## src/rtl/fpu_esc_dispatcher.sv

```systemverilog
// In-order issue queue between the CPU bus interface and the 8087 FPU wrapper.
// Buffers ESC instructions and issues them one at a time with an execute/ready handshake.
module fpu_esc_dispatcher #(
    parameter int DEPTH   = 4,
    parameter int TIMEOUT = 1023
) (
    input  logic                      clk,
    input  logic                      reset_n,
    input  logic                      esc_valid,
    output logic                      esc_ready,
    input  logic [7:0]                esc_opcode,
    input  logic [7:0]                esc_modrm,
    input  logic [79:0]               esc_data,
    input  logic [31:0]               esc_int_data,
    output logic [7:0]                fpu_opcode,
    output logic [7:0]                fpu_modrm,
    output logic [79:0]               fpu_data_in,
    output logic [31:0]               fpu_int_data_in,
    output logic                      fpu_execute,
    input  logic                      fpu_ready,
    input  logic                      fpu_error,
    input  logic                      err_clear,
    output logic                      busy,
    output logic [$clog2(DEPTH):0]    queue_count,
    output logic                      err_sticky,
    output logic                      timeout,
    output logic                      drop
);
    localparam int AW = $clog2(DEPTH);
    localparam int CW = AW + 1;
    localparam int WW = $clog2(TIMEOUT);
    localparam logic [CW-1:0] FULL    = CW'(DEPTH);
    localparam logic [WW-1:0] WD_LAST = WW'(TIMEOUT - 1);

    typedef enum logic [1:0] {S_IDLE, S_ISSUE, S_GUARD, S_WAIT} state_e;

    state_e          state_q, state_d;
    logic [AW-1:0]   wr_ptr_q, rd_ptr_q;
    logic [CW-1:0]   count_q, count_d;
    logic [WW-1:0]   wd_q, wd_d;
    logic            exec_q, drop_q, err_q, err_d, tmo_q, tmo_d;
    logic [127:0]    mem_q [DEPTH];
    logic [127:0]    head;
    logic            is_esc, accept, push, pop, done, wd_fire;

    assign is_esc    = (esc_opcode[7:3] == 5'b11011);
    assign esc_ready = (count_q != FULL);
    assign accept    = esc_valid && esc_ready;
    assign push      = accept && is_esc;
    assign pop       = done || wd_fire;

    // The head slot cannot be overwritten while it is in flight: a push only
    // targets wr_ptr, which equals rd_ptr solely when the queue is full.
    assign head            = (count_q != '0) ? mem_q[rd_ptr_q] : '0;
    assign fpu_opcode      = head[127:120];
    assign fpu_modrm       = head[119:112];
    assign fpu_data_in     = head[111:32];
    assign fpu_int_data_in = head[31:0];

    assign fpu_execute = exec_q;
    assign drop        = drop_q;
    assign err_sticky  = err_q;
    assign timeout     = tmo_q;
    assign queue_count = count_q;
    assign busy        = (count_q != '0) || (state_q != S_IDLE);

    always_comb begin
        state_d = state_q;
        wd_d    = wd_q;
        done    = 1'b0;
        wd_fire = 1'b0;
        case (state_q)
            S_IDLE: begin
                if (count_q != '0 && fpu_ready && !err_q && !tmo_q) begin
                    state_d = S_ISSUE;
                end
            end
            S_ISSUE: state_d = S_GUARD;
            S_GUARD: begin
                state_d = S_WAIT;
                wd_d    = '0;
            end
            S_WAIT: begin
                wd_d = wd_q + WW'(1);
                if (fpu_ready) begin
                    done    = 1'b1;
                    state_d = S_IDLE;
                end else if (wd_q == WD_LAST) begin
                    wd_fire = 1'b1;
                    state_d = S_IDLE;
                end
            end
            default: state_d = S_IDLE;
        endcase
    end

    always_comb begin
        count_d = count_q;
        case ({push, pop})
            2'b10:   count_d = count_q + CW'(1);
            2'b01:   count_d = count_q - CW'(1);
            default: count_d = count_q;
        endcase
        // A set on the same cycle as a clear must win.
        err_d = err_q;
        if (done && fpu_error) begin
            err_d = 1'b1;
        end else if (err_clear) begin
            err_d = 1'b0;
        end
        tmo_d = tmo_q;
        if (wd_fire) begin
            tmo_d = 1'b1;
        end else if (err_clear) begin
            tmo_d = 1'b0;
        end
    end

    always_ff @(posedge clk or negedge reset_n) begin
        if (!reset_n) begin
            state_q  <= S_IDLE;
            wr_ptr_q <= '0;
            rd_ptr_q <= '0;
            count_q  <= '0;
            wd_q     <= '0;
            exec_q   <= 1'b0;
            drop_q   <= 1'b0;
            err_q    <= 1'b0;
            tmo_q    <= 1'b0;
        end else begin
            state_q <= state_d;
            count_q <= count_d;
            wd_q    <= wd_d;
            exec_q  <= (state_d == S_ISSUE);
            drop_q  <= accept && !is_esc;
            err_q   <= err_d;
            tmo_q   <= tmo_d;
            if (push) begin
                wr_ptr_q <= wr_ptr_q + AW'(1);
            end
            if (pop) begin
                rd_ptr_q <= rd_ptr_q + AW'(1);
            end
        end
    end

    always_ff @(posedge clk) begin
        if (push) begin
            mem_q[wr_ptr_q] <= {esc_opcode, esc_modrm, esc_data, esc_int_data};
        end
    end

endmodule

```

## config.mk

```make
export PLATFORM = sky130hd
export DESIGN_NAME = fpu_esc_dispatcher
export DESIGN_NICKNAME = d
export VERILOG_FILES = /design/src/rtl/fpu_esc_dispatcher.sv
export SDC_FILE = /design/constraint.sdc
export NUM_CORES = 1
export LEC_CHECK = 0
export CAP_MARGIN = 20
export CORE_ASPECT_RATIO = 2
export CORE_MARGIN = 4
export CORE_UTILIZATION = 50
export DETAILED_ROUTE_END_ITERATION = 10
export GPL_TIMING_DRIVEN = 0
export PLACE_DENSITY = 0.74
export RECOVER_POWER = 50
export SYNTH_ARGS = -nofsm -noshare
export SYNTH_HDL_FRONTEND = slang
export SYNTH_SLANG_ARGS = --single-unit
```

## constraint.sdc

```tcl
create_clock -name clk -period 4.4 [get_ports clk]
set_clock_uncertainty 0.2 [all_clocks]
set_input_delay 0.44 -clock clk [delete_from_list [all_inputs] [get_ports clk]]
set_output_delay 0.44 -clock clk [all_outputs]
set_load 0.02 [all_outputs]
```

==> results.sh <==
export IMPL_crit_family="buffers and inverters"
export IMPL_run_status="complete, but fails checks"
export IMPL_setup_viol=0
export IMPL_avgSynthCellArea_um2=22.0
export IMPL_clock_power_share_pct=25.0
export IMPL_track_usage_pct=19.5
export IMPL_ir_worst_vdd_mv=0.459
export IMPL_cp_startpoint="queue_count[0]"
export IMPL_leakage_uw=0.00832
export IMPL_synth_area_mm2=0.0206
export IMPL_clk_pin_slew_ns=0.07
export IMPL_ant_nets=0
export IMPL_final_nets=1401
export IMPL_period_needed_ns=4.19
export IMPL_violations="max-capacitance violations, max-slew violations"
export IMPL_synthAdderAreaFrac_pct=0.524
export IMPL_r2r_slack_ns=0.65
export IMPL_die_area_mm2=0.0446
export IMPL_vias=9995
export IMPL_slowest_delay_ns=0.82
export IMPL_ys_ff_latch=535
export IMPL_crit_fanout=10
export IMPL_rows=104
export IMPL_synth_simple_area_share_pct=5.10
export IMPL_start_util_pct=50.8
export IMPL_path_class="register to primary output"
export IMPL_grt_pass1_vias=10800
export IMPL_synth_cell_type_count=40
export IMPL_crit_chain="nor3_2 > clkbuf_1 > clkbuf_1 > nor2b_1 > clkdlybuf4s50_1"
export IMPL_synth_compound_area_share_pct=0.706
export IMPL_synth_net_count=1075
export IMPL_layout_drive_gt1_share_pct=18.0
export IMPL_cts_tree="yes"
export IMPL_cp_arrival_ns=3.55
export IMPL_worstRegToRegCells=5
export IMPL_synth_edf_count=512
export IMPL_synthXorXnorAreaFrac_pct=0.256
export IMPL_final_util_pct=63.3
export IMPL_timing_final_crit_share_pct=95.1
export IMPL_yosys_warnings=0
export IMPL_clk_path_buf_depth=3
export IMPL_final_hold_viol_count=0
export IMPL_io_buffers=270
export IMPL_firstDrtPassIters=4
export IMPL_cp_end_kind="primary output"
export IMPL_final_common_cell="edfxtp_1"
export IMPL_maxClockFrequency_ghz=0.239
export IMPL_final_setup_tns_ns=0
export IMPL_min_path_type="primary input to register"
export IMPL_holdWs_ns=0.254
export IMPL_cp_start_kind="register"
export IMPL_avgRoutedWirePerCell_um=23.2
export IMPL_post_drt_via_cell_ratio=5.45
export IMPL_drv_slew=55
export IMPL_r2r_start="queue_count[2]"
export IMPL_cts_num_sinks=535
export IMPL_p_seq_share_pct=37.1
export IMPL_layout_common_cells="edfxtp_1 (512), dlygate4sd3_1 (138), clkdlybuf4s50_1 (133)"
export IMPL_synth_cells=933
export IMPL_ys_seq_area_share_pct=77.6
export IMPL_synthFlopType="edfxtp_1"
export IMPL_grt_overflow=0
export IMPL_min_from="esc_valid"
export IMPL_cellPowerDensity_mw_per_mm2=604
export IMPL_power_internal_uw=10700
export IMPL_drt_total_wl_um=42600
export IMPL_clock_latency_ns=0.56
export IMPL_drtIter0Drc=514
export IMPL_grt_max_degree=57
export IMPL_crit_top_cell="clkbuf_1"
export IMPL_crit_required_ns=3.76
export IMPL_ctsResizeCount=0
export IMPL_h_tree_depth=2
export IMPL_p_sw_share_pct=30.5
export IMPL_max_cap_violations=2
export IMPL_hpwl_um=28300
export IMPL_cts_root_buf="clkbuf_16"
export IMPL_synthArstFlopShare_pct=4.30
export IMPL_chipWidth_um=151
export IMPL_numCtsBuffers=44
export IMPL_slew_limit_headroom_pct=-41.3
export IMPL_fillers=2779
export IMPL_critPathBufInv=3
export IMPL_io_pins=271
export IMPL_syn2layout_area_growth_pct=24.6
export IMPL_worstMarginPinSlew_ns=2.12
export IMPL_drc=0
export IMPL_combPwrFrac_pct=37.8
export IMPL_core_area_mm2=0.0405
export IMPL_grt_pass1_wl_um=64300
export IMPL_crit_cells=5
export IMPL_crit_end="fpu_data_in[39]"
export IMPL_muxShareOfSynthArea_pct=14.2
export IMPL_antenna_found_initial=18
export IMPL_place_gp_congestion=0.789
export IMPL_synth_top_family_by_area="multiplexers"
export IMPL_p_switching_uw=4720
export IMPL_rsz0062_at_grt="no"
export IMPL_die_h_um=295
export IMPL_power_total_uw=15500
export IMPL_r2r_end="mem_q[0][116]"
export IMPL_cp_slowest_cell="clkbuf_1"
## power by group through the flow
stage                     sequential, uW  combinational [uW]  clock [uW]
after floorplan                     5870                3480           0
after global placement              5850                5950           0
after detailed placement            5860                6000           0
after CTS                           5750                6020        3980
after global routing                5750                6260        4210
final                               5750                5850        3870
## cells in the mapped netlist (2+ instances only)
library cell  count  area share, %
nand2_1          11           0.20
buf_6            11           0.60
nor2_1            6           0.11
edfxtp_1        512             75
inv_1            12           0.22
nand3_1           6           0.15
o21ai_0           8           0.19
buf_2            16           0.39
a22o_1            4           0.17
and2_1            4           0.12
o31ai_1           2          0.073
nand4_1           4           0.12
xnor2_1           2          0.085
nor3_1            2          0.049
xor2_1            4           0.17
clkbuf_1         17           0.31
ha_1              7           0.43
o2bb2ai_1         2          0.085
mux4_2          128             14
nor2b_1         130            4.0
and4_1            2          0.085
dfrtp_1          23            2.8
mux2i_1           3           0.15
## sequential cells by signal, indices dropped and copies added, names as in the netlist
name and count:
queue_count 3, rd_ptr_q 2, wd_q 10, timeout 1
wr_ptr_q 2, drop 1, state_q 2, fpu_execute 1
mem_q 512, err_sticky 1
## what timing repair did
item,in CTS,in global routing
hold buffers,0,1
setup buffers,0,0
hold endpoints to repair,0,2
## metrics by stage
stage                     std cells  instance area, um2  worst slack, ns
final                          1834               25600            0.213
after global routing           1828               25600           0.0123
after CTS                      1821               25600           0.0844
after detailed placement       1741               24100            0.700
after global placement         1733               23900            -1.08
after floorplan                 933               20600            0.956
## worst reg2reg max path, cell delays in order, from the launching register on
cell and delay [ns]:
dfrtp_1 0.42, or3b_1 0.20, nand2_1 0.07, nor2_1 0.41, and2_1 1.65, buf_16 0.34
## kinds of logic (layout without fill, tap and decap cells)
kind of cell,after synthesis,count (layout)
muxes,132,132
buffers and inverters,58,418
other,0,11
AOI/OAI and AO/OA,21,21
xor gates and xnor gates,6,6
adders and majority gates,8,8
and+or+nand+nor,173,173
DFF,535,535
## worst min path at each step
stage                           endpoint  slack (ns)  depth (start not counted)
after CTS                           drop        0.23                          3
final                               drop        0.25                          3
after global routing          err_sticky        0.26                          3
after detailed placement  queue_count[2]        0.33                          1
after floorplan                     drop       -0.06                          0
after global placement           wd_q[9]        0.33                          1
## metal layers
| layer | global-route usage [%] | wire length, um | vias up |
|---|---|---|---|
| met3 | 4.52 | 2680 | 93 |
| met4 | 6.84 | 1430 | 8 |
| met2 | 35.5 | 23900 | 304 |
| met1 | 22.1 | 14500 | 5138 |
| li1 | - | - | 4452 |
| met5 | 0 | 45 | - |
## final cells by class
cell class | count | area (um2) | share of cell area, %
sequential | 535 | 16000 | 62.3
multi-input combinational | 340 | 4280 | 16.7
timing repair buffer | 280 | 2940 | 11.5
clock buffer | 55 | 1160 | 4.54
tap | 530 | 663 | 2.59
buffer | 45 | 274 | 1.07
clock inverter | 25 | 260 | 1.02
inverter | 13 | 48.8 | 0.191
antenna | 11 | 27.5 | 0.107
No activity file was read; power rests on OpenSTA's default activity.
